### src/rtl/butterfly_collector_pkg.sv
// Shared definitions for the butterfly output collector: metadata field
// offsets (also used by the butterfly issuer to build m_in) and FSM states.
package butterfly_collector_pkg;

  // addr_b sits in the low LOG_N bits of the metadata word.
  localparam int unsigned M_ADDR_B_LSB = 0;

  // addr_a sits directly above addr_b, so its LSB equals LOG_N.
  function automatic int unsigned m_addr_a_lsb(input int unsigned log_n);
    return log_n;
  endfunction

  typedef enum logic {
    IDLE     = 1'b0,
    EXPECT_B = 1'b1
  } bfc_state_t;

endpackage

### src/rtl/butterfly_collector.sv
// Collects the serialized YA/YB output of a radix-2 butterfly and turns it
// into single-port memory writes (YA -> addr_a, YB -> addr_b). Counts the
// butterflies of a stage, pulses stage_done on the last YB write and keeps
// a sticky flag for a y_nd that arrives while YB is still expected.
module butterfly_collector
  import butterfly_collector_pkg::*;
#(
  parameter int X_WDTH = 16,
  parameter int LOG_N  = 3,
  parameter int M_WDTH = 2 * LOG_N
) (
  input  logic                  clk,
  input  logic                  rst_n,
  input  logic [2*X_WDTH-1:0]   y,
  input  logic                  y_nd,
  input  logic [M_WDTH-1:0]     m_in,
  input  logic                  clear,
  output logic                  wr_en,
  output logic [LOG_N-1:0]      wr_addr,
  output logic [2*X_WDTH-1:0]   wr_data,
  output logic [LOG_N-2:0]      bf_count,
  output logic                  stage_done,
  output logic                  err
);

  localparam int unsigned M_ADDR_A_LSB = m_addr_a_lsb(LOG_N);
  // N/2 butterflies per stage; the counter is exactly LOG_N-1 bits wide,
  // so the last butterfly index is all ones.
  localparam logic [LOG_N-2:0] LAST_BF = '1;

  bfc_state_t       state, next_state;
  logic             take_a, take_b;
  logic [LOG_N-1:0] addr_a, addr_b;
  logic [LOG_N-1:0] addr_b_p0;
  logic             last_bf;

  assign addr_a  = m_in[M_ADDR_A_LSB +: LOG_N];
  assign addr_b  = m_in[M_ADDR_B_LSB +: LOG_N];
  assign last_bf = (bf_count == LAST_BF);

  // FSM state register.
  always_ff @(posedge clk or negedge rst_n) begin
    if (!rst_n) state <= IDLE;
    else        state <= next_state;
  end

  // Next state and write selection; clear aborts any pair in flight and
  // drops a y_nd seen in the same cycle. A y_nd while expecting YB is not
  // treated as a new YA: the sample goes out as YB and the FSM idles.
  always_comb begin
    next_state = state;
    take_a     = 1'b0;
    take_b     = 1'b0;
    if (clear) begin
      next_state = IDLE;
    end else begin
      case (state)
        IDLE: begin
          if (y_nd) begin
            take_a     = 1'b1;
            next_state = EXPECT_B;
          end
        end
        EXPECT_B: begin
          take_b     = 1'b1;
          next_state = IDLE;
        end
        default: next_state = IDLE;
      endcase
    end
  end

  // Write register, butterfly counter, stage_done pulse and sticky error.
  always_ff @(posedge clk or negedge rst_n) begin
    if (!rst_n) begin
      wr_en      <= 1'b0;
      wr_addr    <= '0;
      wr_data    <= '0;
      addr_b_p0  <= '0;
      bf_count   <= '0;
      stage_done <= 1'b0;
      err        <= 1'b0;
    end else begin
      wr_en      <= take_a | take_b;
      stage_done <= take_b & last_bf;
      if (take_a) begin
        wr_addr   <= addr_a;
        wr_data   <= y;
        addr_b_p0 <= addr_b;
      end
      if (take_b) begin
        wr_addr  <= addr_b_p0;
        wr_data  <= y;
        bf_count <= last_bf ? '0 : bf_count + 1'b1;
        if (y_nd) err <= 1'b1;
      end
      if (clear) bf_count <= '0;
    end
  end

endmodule
### config.mk
export PLATFORM = sky130hd
export DESIGN_NAME = butterfly_collector
export DESIGN_NICKNAME = d
export VERILOG_FILES = /design/src/rtl/butterfly_collector_pkg.sv /design/src/rtl/butterfly_collector.sv
export SDC_FILE = /design/constraint.sdc
export NUM_CORES = 1
export LEC_CHECK = 0
export CORE_AREA = 2 2 67 69
export DETAILED_ROUTE_END_ITERATION = 8
export DIE_AREA = 0 0 69 71
export GPL_TIMING_DRIVEN = 0
export PLACE_DENSITY_LB_ADDON = 0.1
export RECOVER_POWER = 50
export SLEW_MARGIN = 20
export SYNTH_ARGS = -nofsm -noshare
export SYNTH_HDL_FRONTEND = slang
export SYNTH_SLANG_ARGS = --single-unit
export TNS_END_PERCENT = 100
### constraint.sdc
create_clock -name clk -period 4.4 [get_ports clk]
set_input_delay 0.88 -clock clk [delete_from_list [all_inputs] [get_ports clk]]
set_output_delay 0.88 -clock clk [all_outputs]
set_load 0.01 [all_outputs]
# After elaboration in Yosys (flattened, before gate mapping)
# Index checks and enable logic that the tools add are counted.
# word_totals
ff_bits	44
inputBits	42
output_inout_bits	40
wordCells	30
# classes
add_sub_neg	1
eq_ne	1
n_mux	14
bitwise	3
n_reduce_logical	3
# op_table
op	n
$mux W32	2
$mux W1	6
$mux W2	3
$mux W3	2
$reduce_bool A2 Y1	2
$add A2 B1 Y2 const B	1
$eq A2 B2 Y1 const B	1
$pmux W1 S2	1
$reduce_and A2 Y1	1
$and A1 B1 Y1	1
$not A1 Y1	1
$or A1 B1 Y1	1

# Depth between registers and ports, before layout
# Gate-level depths: netlist of run 1.
# logic_depth
ltp_word	5
depth_mapped	5
depth_no_buf	3

# Worst setup path after synthesis of run 1
# No wires, ideal clock.
# synth_path
kind	in2reg
startpoint	input clear
endpoint	register wr_data[0]
setup_time_ns	0.125
t_arrival_ns	1.684
t_required_ns	4.275
setup_slack_ns	2.591
path_stages	4
n_path_buf	2
cell_sequence	o21ba_2 buf_6 buf_6 mux2_4
# synth_between
elab_chain_cells	2
word_cells_on_any_way	4
cone_classes	3 x mux; 1 x reduce/logical
# synth_lines
item	line	source
from (decl)	butterfly_collector.sv:17	input logic clear,
$mux W1	butterfly_collector.sv:54	if (clear) begin
$mux W32 / $reduce_bool A2 Y1 (equally long branches)	--	
to (signal assigned)	butterfly_collector.sv:88	wr_data <= y;
to (signal assigned)	butterfly_collector.sv:93	wr_data <= y;
to (decl)	butterfly_collector.sv:20	output logic [2*X_WDTH-1:0] wr_data,
# Parallel ways exist; a longest one is shown, timed or not.
# A chain may end at the register's enable or synchronous reset.

# Worst setup path in the final report of run 1
# layout_path
startpoint	input clear
endpoint	register wr_data[9]
# Same word-level chain as after synthesis.

==> impl_metrics.ini, run 1 <==
[yosys]
yosys.area.top_type = dfrtp_1
ys_types = 17
yosys_warnings = 0
synth-seq-cells = 44
yosysTopAreaCellShare_pct = 61.2
synth.area.top_cells = dfrtp_1 (61%), mux2_4 (22%), mux2_2 (5.6%)
avgSynthCellArea_sq_um = 17.5
synth_cells = 103
postSynthNetCount = 146
netlist_area_sq_um = 1800
yosysSeqAreaShare_pct = 61.2

[cts]
cts_tree = done
clk_pin_slew_ps = 80
max-clock-path-buffers = 2
cts_hold_buf = 0
cts_sinks = 44
clk_root_buffer_cell = clkbuf_8
numCtsBuffers = 5
htreeDepth = 2
insertion_delay_ps = 290
cts-resized-gates = 0
cts_setup_buffers = 0

[global_routing]
grt_pass1_wl_microns = 6670
grt_pass1_vias = 1292
antenna_found_initial = 0
track_usage_pct = 17.3
grt_max_degree = 30
grt_overflow_total = 0

[final_layout]
ff_latch_area_sq_um = 1100
fill_cells = 323
antenna-diode-count = 0
nNetsFinal = 235
layout_common_cells = clkdlybuf4s50_1 (74), dfrtp_1 (44), mux2_4 (26)
multi_input_area_sq_um = 637
area_growth_pct = 52.5
drive_gt1_share_pct = 28.0
final_common_cell = clkdlybuf4s50_1

[floorplanning]
dieHeight_microns = 71
die_x_microns = 69
rows = 24
ios = 82
start_util_pct = 42.8
die_area_sq_um = 4900
coreArea_sq_um = 4200

[setup_path]
cp.required_ps = 4570
crit_top_cell = clkbuf_1
critPathMaxStageDelay_ps = 630
worstPathMaxFanout = 10
r2r-end = wr_data[9]
r2r_cells = 5
critPathArrivalTime_ps = 3080
critPathSlowestCell = dlygate4sd3_1
critPathLaunchType = primary input
reg2reg_slack_ps = 2310
crit_chain = dlygate4sd3_1 > o21ba_2 > clkbuf_1 > clkbuf_1 > mux2_4
end_kind = register
path_class = primary input to register
r2r_start = state

[sta]
hold_viol = 0
fin_skew_ps = 6.44
hold_ws_ps = 491
period_share_pct = 66.2
slew_viol_final = 0
max_freq_mhz = 343
grt_setup_unrepaired = no
setup_violations = 0
worstMarginPinSlew_ps = 1490
max_slew_margin_pct = 0.386
period_needed_ps = 2910
finalSetupTns_ps = 0

[power_and_ir_drop]
p_leak_nw = 1.19
p_per_area_nw_per_um2 = 374
ir_drop_mv = 0.226

[outcome]
violations = capacitance limit
status = complete, but fails checks

[hold_path]
holdPathStages = 1
whs_endpoint = err
hold_path_class = register to register
holdCritStartpoint = err

[job]
cap_violations = 1

[drt]
dr.pass1.iters = 2
wl_microns = 3820
wl_per_cell_microns = 15.6
vias = 1156
viasPerCell = 4.72
initialDrtViolationCount = 29
drc_errors = 0
ant_nets = 0

[place]
post-dp-hpwl_microns = 2910
portBuffers = 81
gp_congestion = 0.737
[layer usage]
| layer | global-route usage (%) | share of wire, % |
|---|---|---|
| met4 | 5.23 | 0.50 |
| met3 | 5.41 | 5.7 |
| met1 | 21.8 | 42 |
| met2 | 28.8 | 52 |
| met5 | 0 | 0 |
[final cells by class]
type | instances | area share, %
clock inverters | 2 | 0.364
well taps | 52 | 2.37
repair buffers | 82 | 29.4
inverters | 2 | 0.273
plain buffers | 5 | 1.28
clock buffers | 6 | 3.01
flip-flops and latches | 44 | 40.1
multi-input cells | 52 | 23.2
[cell families (layout without fill, tap and decap cells)]
family / after synthesis / in the layout / synth area share (%)
adders and majority gates: 1 / 1 / 0.695
and+or+nand+nor: 9 / 9 / 3.96
DFF: 44 / 44 / 61.2
AOI/OAI and AO/OA: 6 / 6 / 3.13
buffers and inverters: 7 / 97 / 3.20
muxes: 36 / 36 / 27.9
[report_power, final]
group,leakage (nW),internal [mW],total [mW],switching (mW)
logic,0.622,0.191,0.281,0.0907
clock network,0.0510,0.125,0.252,0.127
registers,0.520,0.462,0.495,0.0329
total,1.19,0.778,1.03,0.250
[registers in the layout (all words and copies together), names as in the netlist]
register    cells
addr_b_p0       3
bf_count        2
err             1
stage_done      1
state           1
wr_addr         3
wr_data        32
wr_en           1
[metrics by stage]
| step | cells | worst slack, ps | power, mW | area (sq um) | utilization, % |
|---|---|---|---|---|---|
| after floorplan | 103 | 2590 | 0.621 | 1800 | - |
| after global placement | 236 | 1370 | 0.781 | 2680 | 63.7 |
| after detailed placement | 237 | 1890 | 0.794 | 2690 | 64.0 |
| after CTS | 245 | 2200 | 1.05 | 2780 | 66.2 |
| after global routing | 245 | 1360 | 1.08 | 2750 | 65.3 |
| final | 245 | 1490 | 1.03 | 2750 | 65.3 |
[worst max-delay path by stage]
stage	to	slack [ps]	startpoint	cells past startpoint
after floorplan	wr_data[0]	2590	clear	4
after global placement	wr_data[18]	1370	rst_n	1
after detailed placement	wr_data[2]	1890	clear	5
after CTS	wr_data[2]	2200	clear	5
after global routing	wr_data[27]	1360	rst_n	2
final	wr_data[9]	1490	clear	5
[synth_stat cells]
cell type,n
a21oi_1,1
buf_2,1
buf_6,4
dfrtp_1,44
ha_1,1
inv_1,2
mux2_2,9
mux2_4,26
mux2i_1,1
nand2b_1,2
nor2_1,2
nor3b_2,1
o21ba_2,1
o21bai_1,1
o221a_2,3
or3b_2,1
or4b_2,3
[worst max-delay path, delay by kind of cell]
| kind | cells | cell delay (ps) |
|---|---|---|
| AO/OA/AOI/OAI | 1 | 270 |
| buffers and inverters | 3 | 1580 |
| multiplexers | 1 | 350 |
No activity file was read; power rests on OpenSTA's default activity.
==> run 2, diff against run 1 <==
--- a/config.mk
+++ b/config.mk
@@ -5,9 +5,9 @@
 export SDC_FILE = /design/constraint.sdc
 export NUM_CORES = 1
 export LEC_CHECK = 0
-export CORE_AREA = 2 2 67 69
+export CORE_AREA = 2 2 70 72
 export DETAILED_ROUTE_END_ITERATION = 8
-export DIE_AREA = 0 0 69 71
+export DIE_AREA = 0 0 72 74
 export GPL_TIMING_DRIVEN = 0
 export PLACE_DENSITY_LB_ADDON = 0.1
 export RECOVER_POWER = 50
==> constraint.sdc (replaced) <==
create_clock -name clk -period 2.9 [get_ports clk]
set_input_delay 0.58 -clock clk [delete_from_list [all_inputs] [get_ports clk]]
set_output_delay 0.58 -clock clk [all_outputs]
set_load 0.01 [all_outputs]
==> run 2 against run 1 <==
The run now ends clean. Die area up 8.8%. Design area up 0.68%. Sequential power up 51%. Combinational power up 53%. Worst setup slack worse by 890 ps. Count of clock-buffer cells in the layout unchanged. Wire length about the same. Core utilization down 5.2 points. First-iteration DRC count up 17%. Via count unchanged. Clock power up 39%. Critical endpoint is now wr_data[8]. Largest power group unchanged.
==> impl_metrics.ini, run 2 (same netlist as run 1, synthesis figures left out) <==
[cts]
insertion_delay_ps = 290
clk_pin_slew_ps = 80
htreeDepth = 2
max-clock-path-buffers = 2
cts_hold_buf = 0
cts_setup_buffers = 0
numCtsBuffers = 5
cts_sinks = 44
cts-resized-gates = 0
clk_root_buffer_cell = clkbuf_8
cts_tree = done

[drt]
ant_nets = 0
dr.pass1.iters = 2
wl_microns = 3820
drc_errors = 0
viasPerCell = 4.70
vias = 1156
wl_per_cell_microns = 15.5
initialDrtViolationCount = 34

[floorplanning]
rows = 25
die_area_sq_um = 5330
start_util_pct = 39.2
dieHeight_microns = 74
ios = 82
coreArea_sq_um = 4600
die_x_microns = 72

[sta]
max_freq_mhz = 434
setup_violations = 0
period_share_pct = 79.5
period_needed_ps = 2310
grt_setup_unrepaired = no
hold_viol = 0
slew_viol_final = 0
max_slew_margin_pct = 12.3
fin_skew_ps = 9.95
worstMarginPinSlew_ps = 1320
finalSetupTns_ps = 0

[power_and_ir_drop]
ir_drop_mv = 0.222
power.total_mw = 1.53
p_leak_nw = 1.20
p_per_area_nw_per_um2 = 553

[setup_path]
cp.required_ps = 3070
worstPathMaxFanout = 10
end_kind = register
r2r-end = wr_data[8]
r2r_cells = 5
r2r_start = state
crit_end = wr_data[8]
setup.worst_path.start = clear
critPathLaunchType = primary input
reg2reg_slack_ps = 1110
critPathArrivalTime_ps = 2470
path_class = primary input to register

[final_layout]
top_register = wr_data
final_common_cell = clkdlybuf4s50_1
antenna-diode-count = 0
area_growth_pct = 53.6
nNetsFinal = 235
fill_cells = 378
drive_gt1_share_pct = 28.1
layout_common_cells = clkdlybuf4s50_1 (74), dfrtp_1 (44), mux2_4 (26)
final_cells = 246
top_regs = wr_data: 32 flops, addr_b_p0: 3 flops, wr_addr: 3 flops
largest_reg_flops = 32

[place]
post-dp-hpwl_microns = 2940
portBuffers = 81
dp_cells = 239
gp_congestion = 0.710

[job]
cap_violations = 0

[global_routing]
antenna_found_initial = 0
grt_max_degree = 24
grt_overflow_total = 0
grt_pass1_vias = 1227
grt_pass1_wl_microns = 6070
track_usage_pct = 15.3

[outcome]
status = complete, no violations

[hold_path]
hold_path_class = register to register
-- run 2: cell count changes in the layout (fill, tap and decap cells not counted) --
cell	delta
buf_6	+1
clkbuf_8	-1
clkbuf_1	-1
clkinv_2	-1
buf_16	+1
-- run 2: area by class of cell --
type / count / area [sq um] / area share, %
timing repair buffer: 82 / 832 / 30.1
inverter: 2 / 7.51 / 0.271
clock inverter: 1 / 5.00 / 0.181
tap: 54 / 67.6 / 2.44
multi-input combinational: 52 / 637 / 23.0
sequential: 44 / 1100 / 39.8
clock buffer: 6 / 72.6 / 2.62
buffer: 5 / 42.5 / 1.54
-- run 2: power breakdown --
group          internal, mW  switching (mW)
combinational         0.294           0.137
clock                 0.164           0.187
sequential            0.701          0.0472
total                  1.16           0.371
-- run 2: metrics by stage --
stage	worst slack (ps)	area [sq um]	utilization (%)	hold WS (ps)
floorplan	1390	1800	-	284
global placement	185	2680	58.3	461
detailed placement	708	2700	58.7	461
CTS	1020	2780	60.4	272
global route	500	2770	60.1	518
finish	594	2770	60.1	479
-- run 2: critical path: stages --
cell and delay (ps):
dlygate4sd3_1 630, o21ba_2 280, buf_6 140, clkbuf_1 500, mux2_4 350
-- run 2: worst min path at each step --
stage                from            to  slack (ps)  cells past startpoint
2_1_floorplan       rst_n  addr_b_p0[0]         280                      0
5_1_grt        wr_data[8]    wr_data[8]         520                      1
3_3_place_gp          err           err         460                      1
3_5_place_dp          err           err         460                      1
6_report              err           err         480                      1
4_1_cts             rst_n   wr_data[16]         270                      1
-- run 2: metal layers --
| layer | track usage (%) | part of all wire [%] | up-vias |
|---|---|---|---|
| li1 | - | - | 540 |
| met1 | 18.5 | 40 | 565 |
| met2 | 26.9 | 52 | 47 |
| met3 | 4.61 | 6.6 | 4 |
| met4 | 4.40 | 0.89 | 0 |
| met5 | 0 | 0 | - |
==> run 3, diff against run 2 <==
--- a/config.mk
+++ b/config.mk
@@ -5,9 +5,9 @@
 export SDC_FILE = /design/constraint.sdc
 export NUM_CORES = 1
 export LEC_CHECK = 0
-export CORE_AREA = 2 2 70 72
+export CORE_AREA = 2 2 73 75
 export DETAILED_ROUTE_END_ITERATION = 8
-export DIE_AREA = 0 0 72 74
+export DIE_AREA = 0 0 75 77
 export GPL_TIMING_DRIVEN = 0
 export PLACE_DENSITY_LB_ADDON = 0.1
 export RECOVER_POWER = 50
==> constraint.sdc (replaced) <==
create_clock -name clk -period 2.1 [get_ports clk]
set_input_delay 0.42 -clock clk [delete_from_list [all_inputs] [get_ports clk]]
set_output_delay 0.42 -clock clk [all_outputs]
set_load 0.01 [all_outputs]
==> run 3 against run 2 <==
Core utilization decreased by 4.7 points. Count of clock-buffer cells in the layout decreased by 1. Hold slack got worse by 140 ps. Critical endpoint is now addr_b_p0[2].
==> impl_metrics.ini, run 3 (same netlist as run 1, synthesis figures left out) <==
[cts]
cts-resized-gates = 0
cts_sinks = 44
numCtsBuffers = 5
cts_setup_buffers = 0
htreeDepth = 2
cts_hold_buf = 0
insertion_delay_ps = 280
max-clock-path-buffers = 2
cts_tree = done
clk_pin_slew_ps = 70
clk_root_buffer_cell = clkbuf_8

[setup_path]
r2r-end = addr_b_p0[2]
crit_end = addr_b_p0[2]
cp_num_cells = 3
critPathBufInv = 1
reg2reg_slack_ps = 540
cp.required_ps = 2270
end_kind = register
critPathArrivalTime_ps = 2020
r2r_start = state
critPathSlowestCell = dlygate4sd3_1
setup.worst_path.start = clear
worstPathMaxFanout = 8
path_class = primary input to register
r2r_cells = 3
critPathLaunchType = primary input
critPathMaxStageDelay_ps = 630
path_delay_family = buffers and inverters
crit_chain = dlygate4sd3_1 > nor3b_1 > mux2_2

[sta]
max_slew_margin_pct = 23.6
grt_setup_unrepaired = no
slew_viol_final = 0
max_freq_mhz = 540
setup_violations = 0
fin_skew_ps = 2.22
period_share_pct = 88.2
hold_viol = 0
worstMarginPinSlew_ps = 1150
finalSetupTns_ps = 0
period_needed_ps = 1850

[floorplanning]
die_x_microns = 75
dieHeight_microns = 77
ios = 82
die_area_sq_um = 5780
start_util_pct = 36.2
rows = 26
coreArea_sq_um = 4980

[place]
dp_cells = 255
portBuffers = 81
gp_congestion = 0.750
post-dp-hpwl_microns = 2830

[final_layout]
layout_common_cells = clkdlybuf4s50_1 (74), dfrtp_1 (44), mux2_4 (26)
drive_gt1_share_pct = 28.4
antenna-diode-count = 0
final_cells = 260
area_growth_pct = 53.4
top_regs = wr_data: 32 flops, addr_b_p0: 3 flops, wr_addr: 3 flops
final_util_pct = 55.5
top_register = wr_data
nNetsFinal = 235
final_common_cell = clkdlybuf4s50_1
largest_reg_flops = 32

[global_routing]
antenna_found_initial = 0
grt_pass1_wl_microns = 6250
grt_max_degree = 24
grt_overflow_total = 0
grt_pass1_vias = 1297
track_usage_pct = 14.2

[drt]
initialDrtViolationCount = 37
ant_nets = 0
wl_per_cell_microns = 14.7
wl_microns = 3820
vias = 1158
viasPerCell = 4.45
drc_errors = 0
dr.pass1.iters = 4

[job]
cap_violations = 0

[outcome]
status = complete, no violations

[power_and_ir_drop]
ir_drop_mv = 0.343
p_per_area_nw_per_um2 = 757
p_leak_nw = 1.19
power.total_mw = 2.09

[hold_path]
hold_path_class = primary input to asynchronous set/reset pin
-- run 3: layer usage --
layer / up-vias / track usage (%) / routed length [microns]
li1: 534 / - / -
met1: 565 / 17.7 / 1630
met2: 54 / 21.9 / 1790
met3: 5 / 6.18 / 351
met4: 0 / 4.82 / 52
met5: - / 0 / 0
-- run 3: power by group --
| group | internal, mW | switching (mW) | total [mW] | leakage (nW) |
|---|---|---|---|---|
| Combinational | 0.403 | 0.189 | 0.592 | 0.634 |
| Sequential | 0.968 | 0.0668 | 1.03 | 0.520 |
| Clock | 0.215 | 0.249 | 0.464 | 0.0359 |
| Total | 1.59 | 0.505 | 2.09 | 1.19 |
-- run 3: final cells by class --
| class | instances | area (sq um) |
|---|---|---|
| fillers | 416 | 2220 |
| flip-flops and latches | 44 | 1100 |
| repair buffers | 82 | 810 |
| multi-input cells | 52 | 637 |
| well taps | 70 | 87.6 |
| clock buffers | 5 | 68.8 |
| plain buffers | 5 | 50.0 |
| inverters | 2 | 7.51 |
-- run 3: worst min path at each step --
stage	startpoint	end	depth (start not counted)
6_report	rst_n	wr_data[1]	1
5_1_grt	rst_n	wr_data[27]	1
4_1_cts	rst_n	wr_data[2]	1
3_5_place_dp	rst_n	wr_data[3]	1
3_3_place_gp	err	err	1
2_1_floorplan	rst_n	addr_b_p0[0]	0
-- run 3: worst register-to-register path, cell delays in order, from the launching register on --
cell,delay (ps)
dfrtp_1,360
buf_2,160
nor3b_1,530
mux2_2,400
-- run 3: through the flow --
stage | hold slack (ps) | worst slack [ps] | cell area [sq um]
after floorplan | 124 | 712 | 1800
after global routing | 428 | 211 | 2760
after CTS | 117 | 350 | 2790
after global placement | 461 | -515 | 2700
after detailed placement | 430 | 43.6 | 2720
final | 339 | 247 | 2760
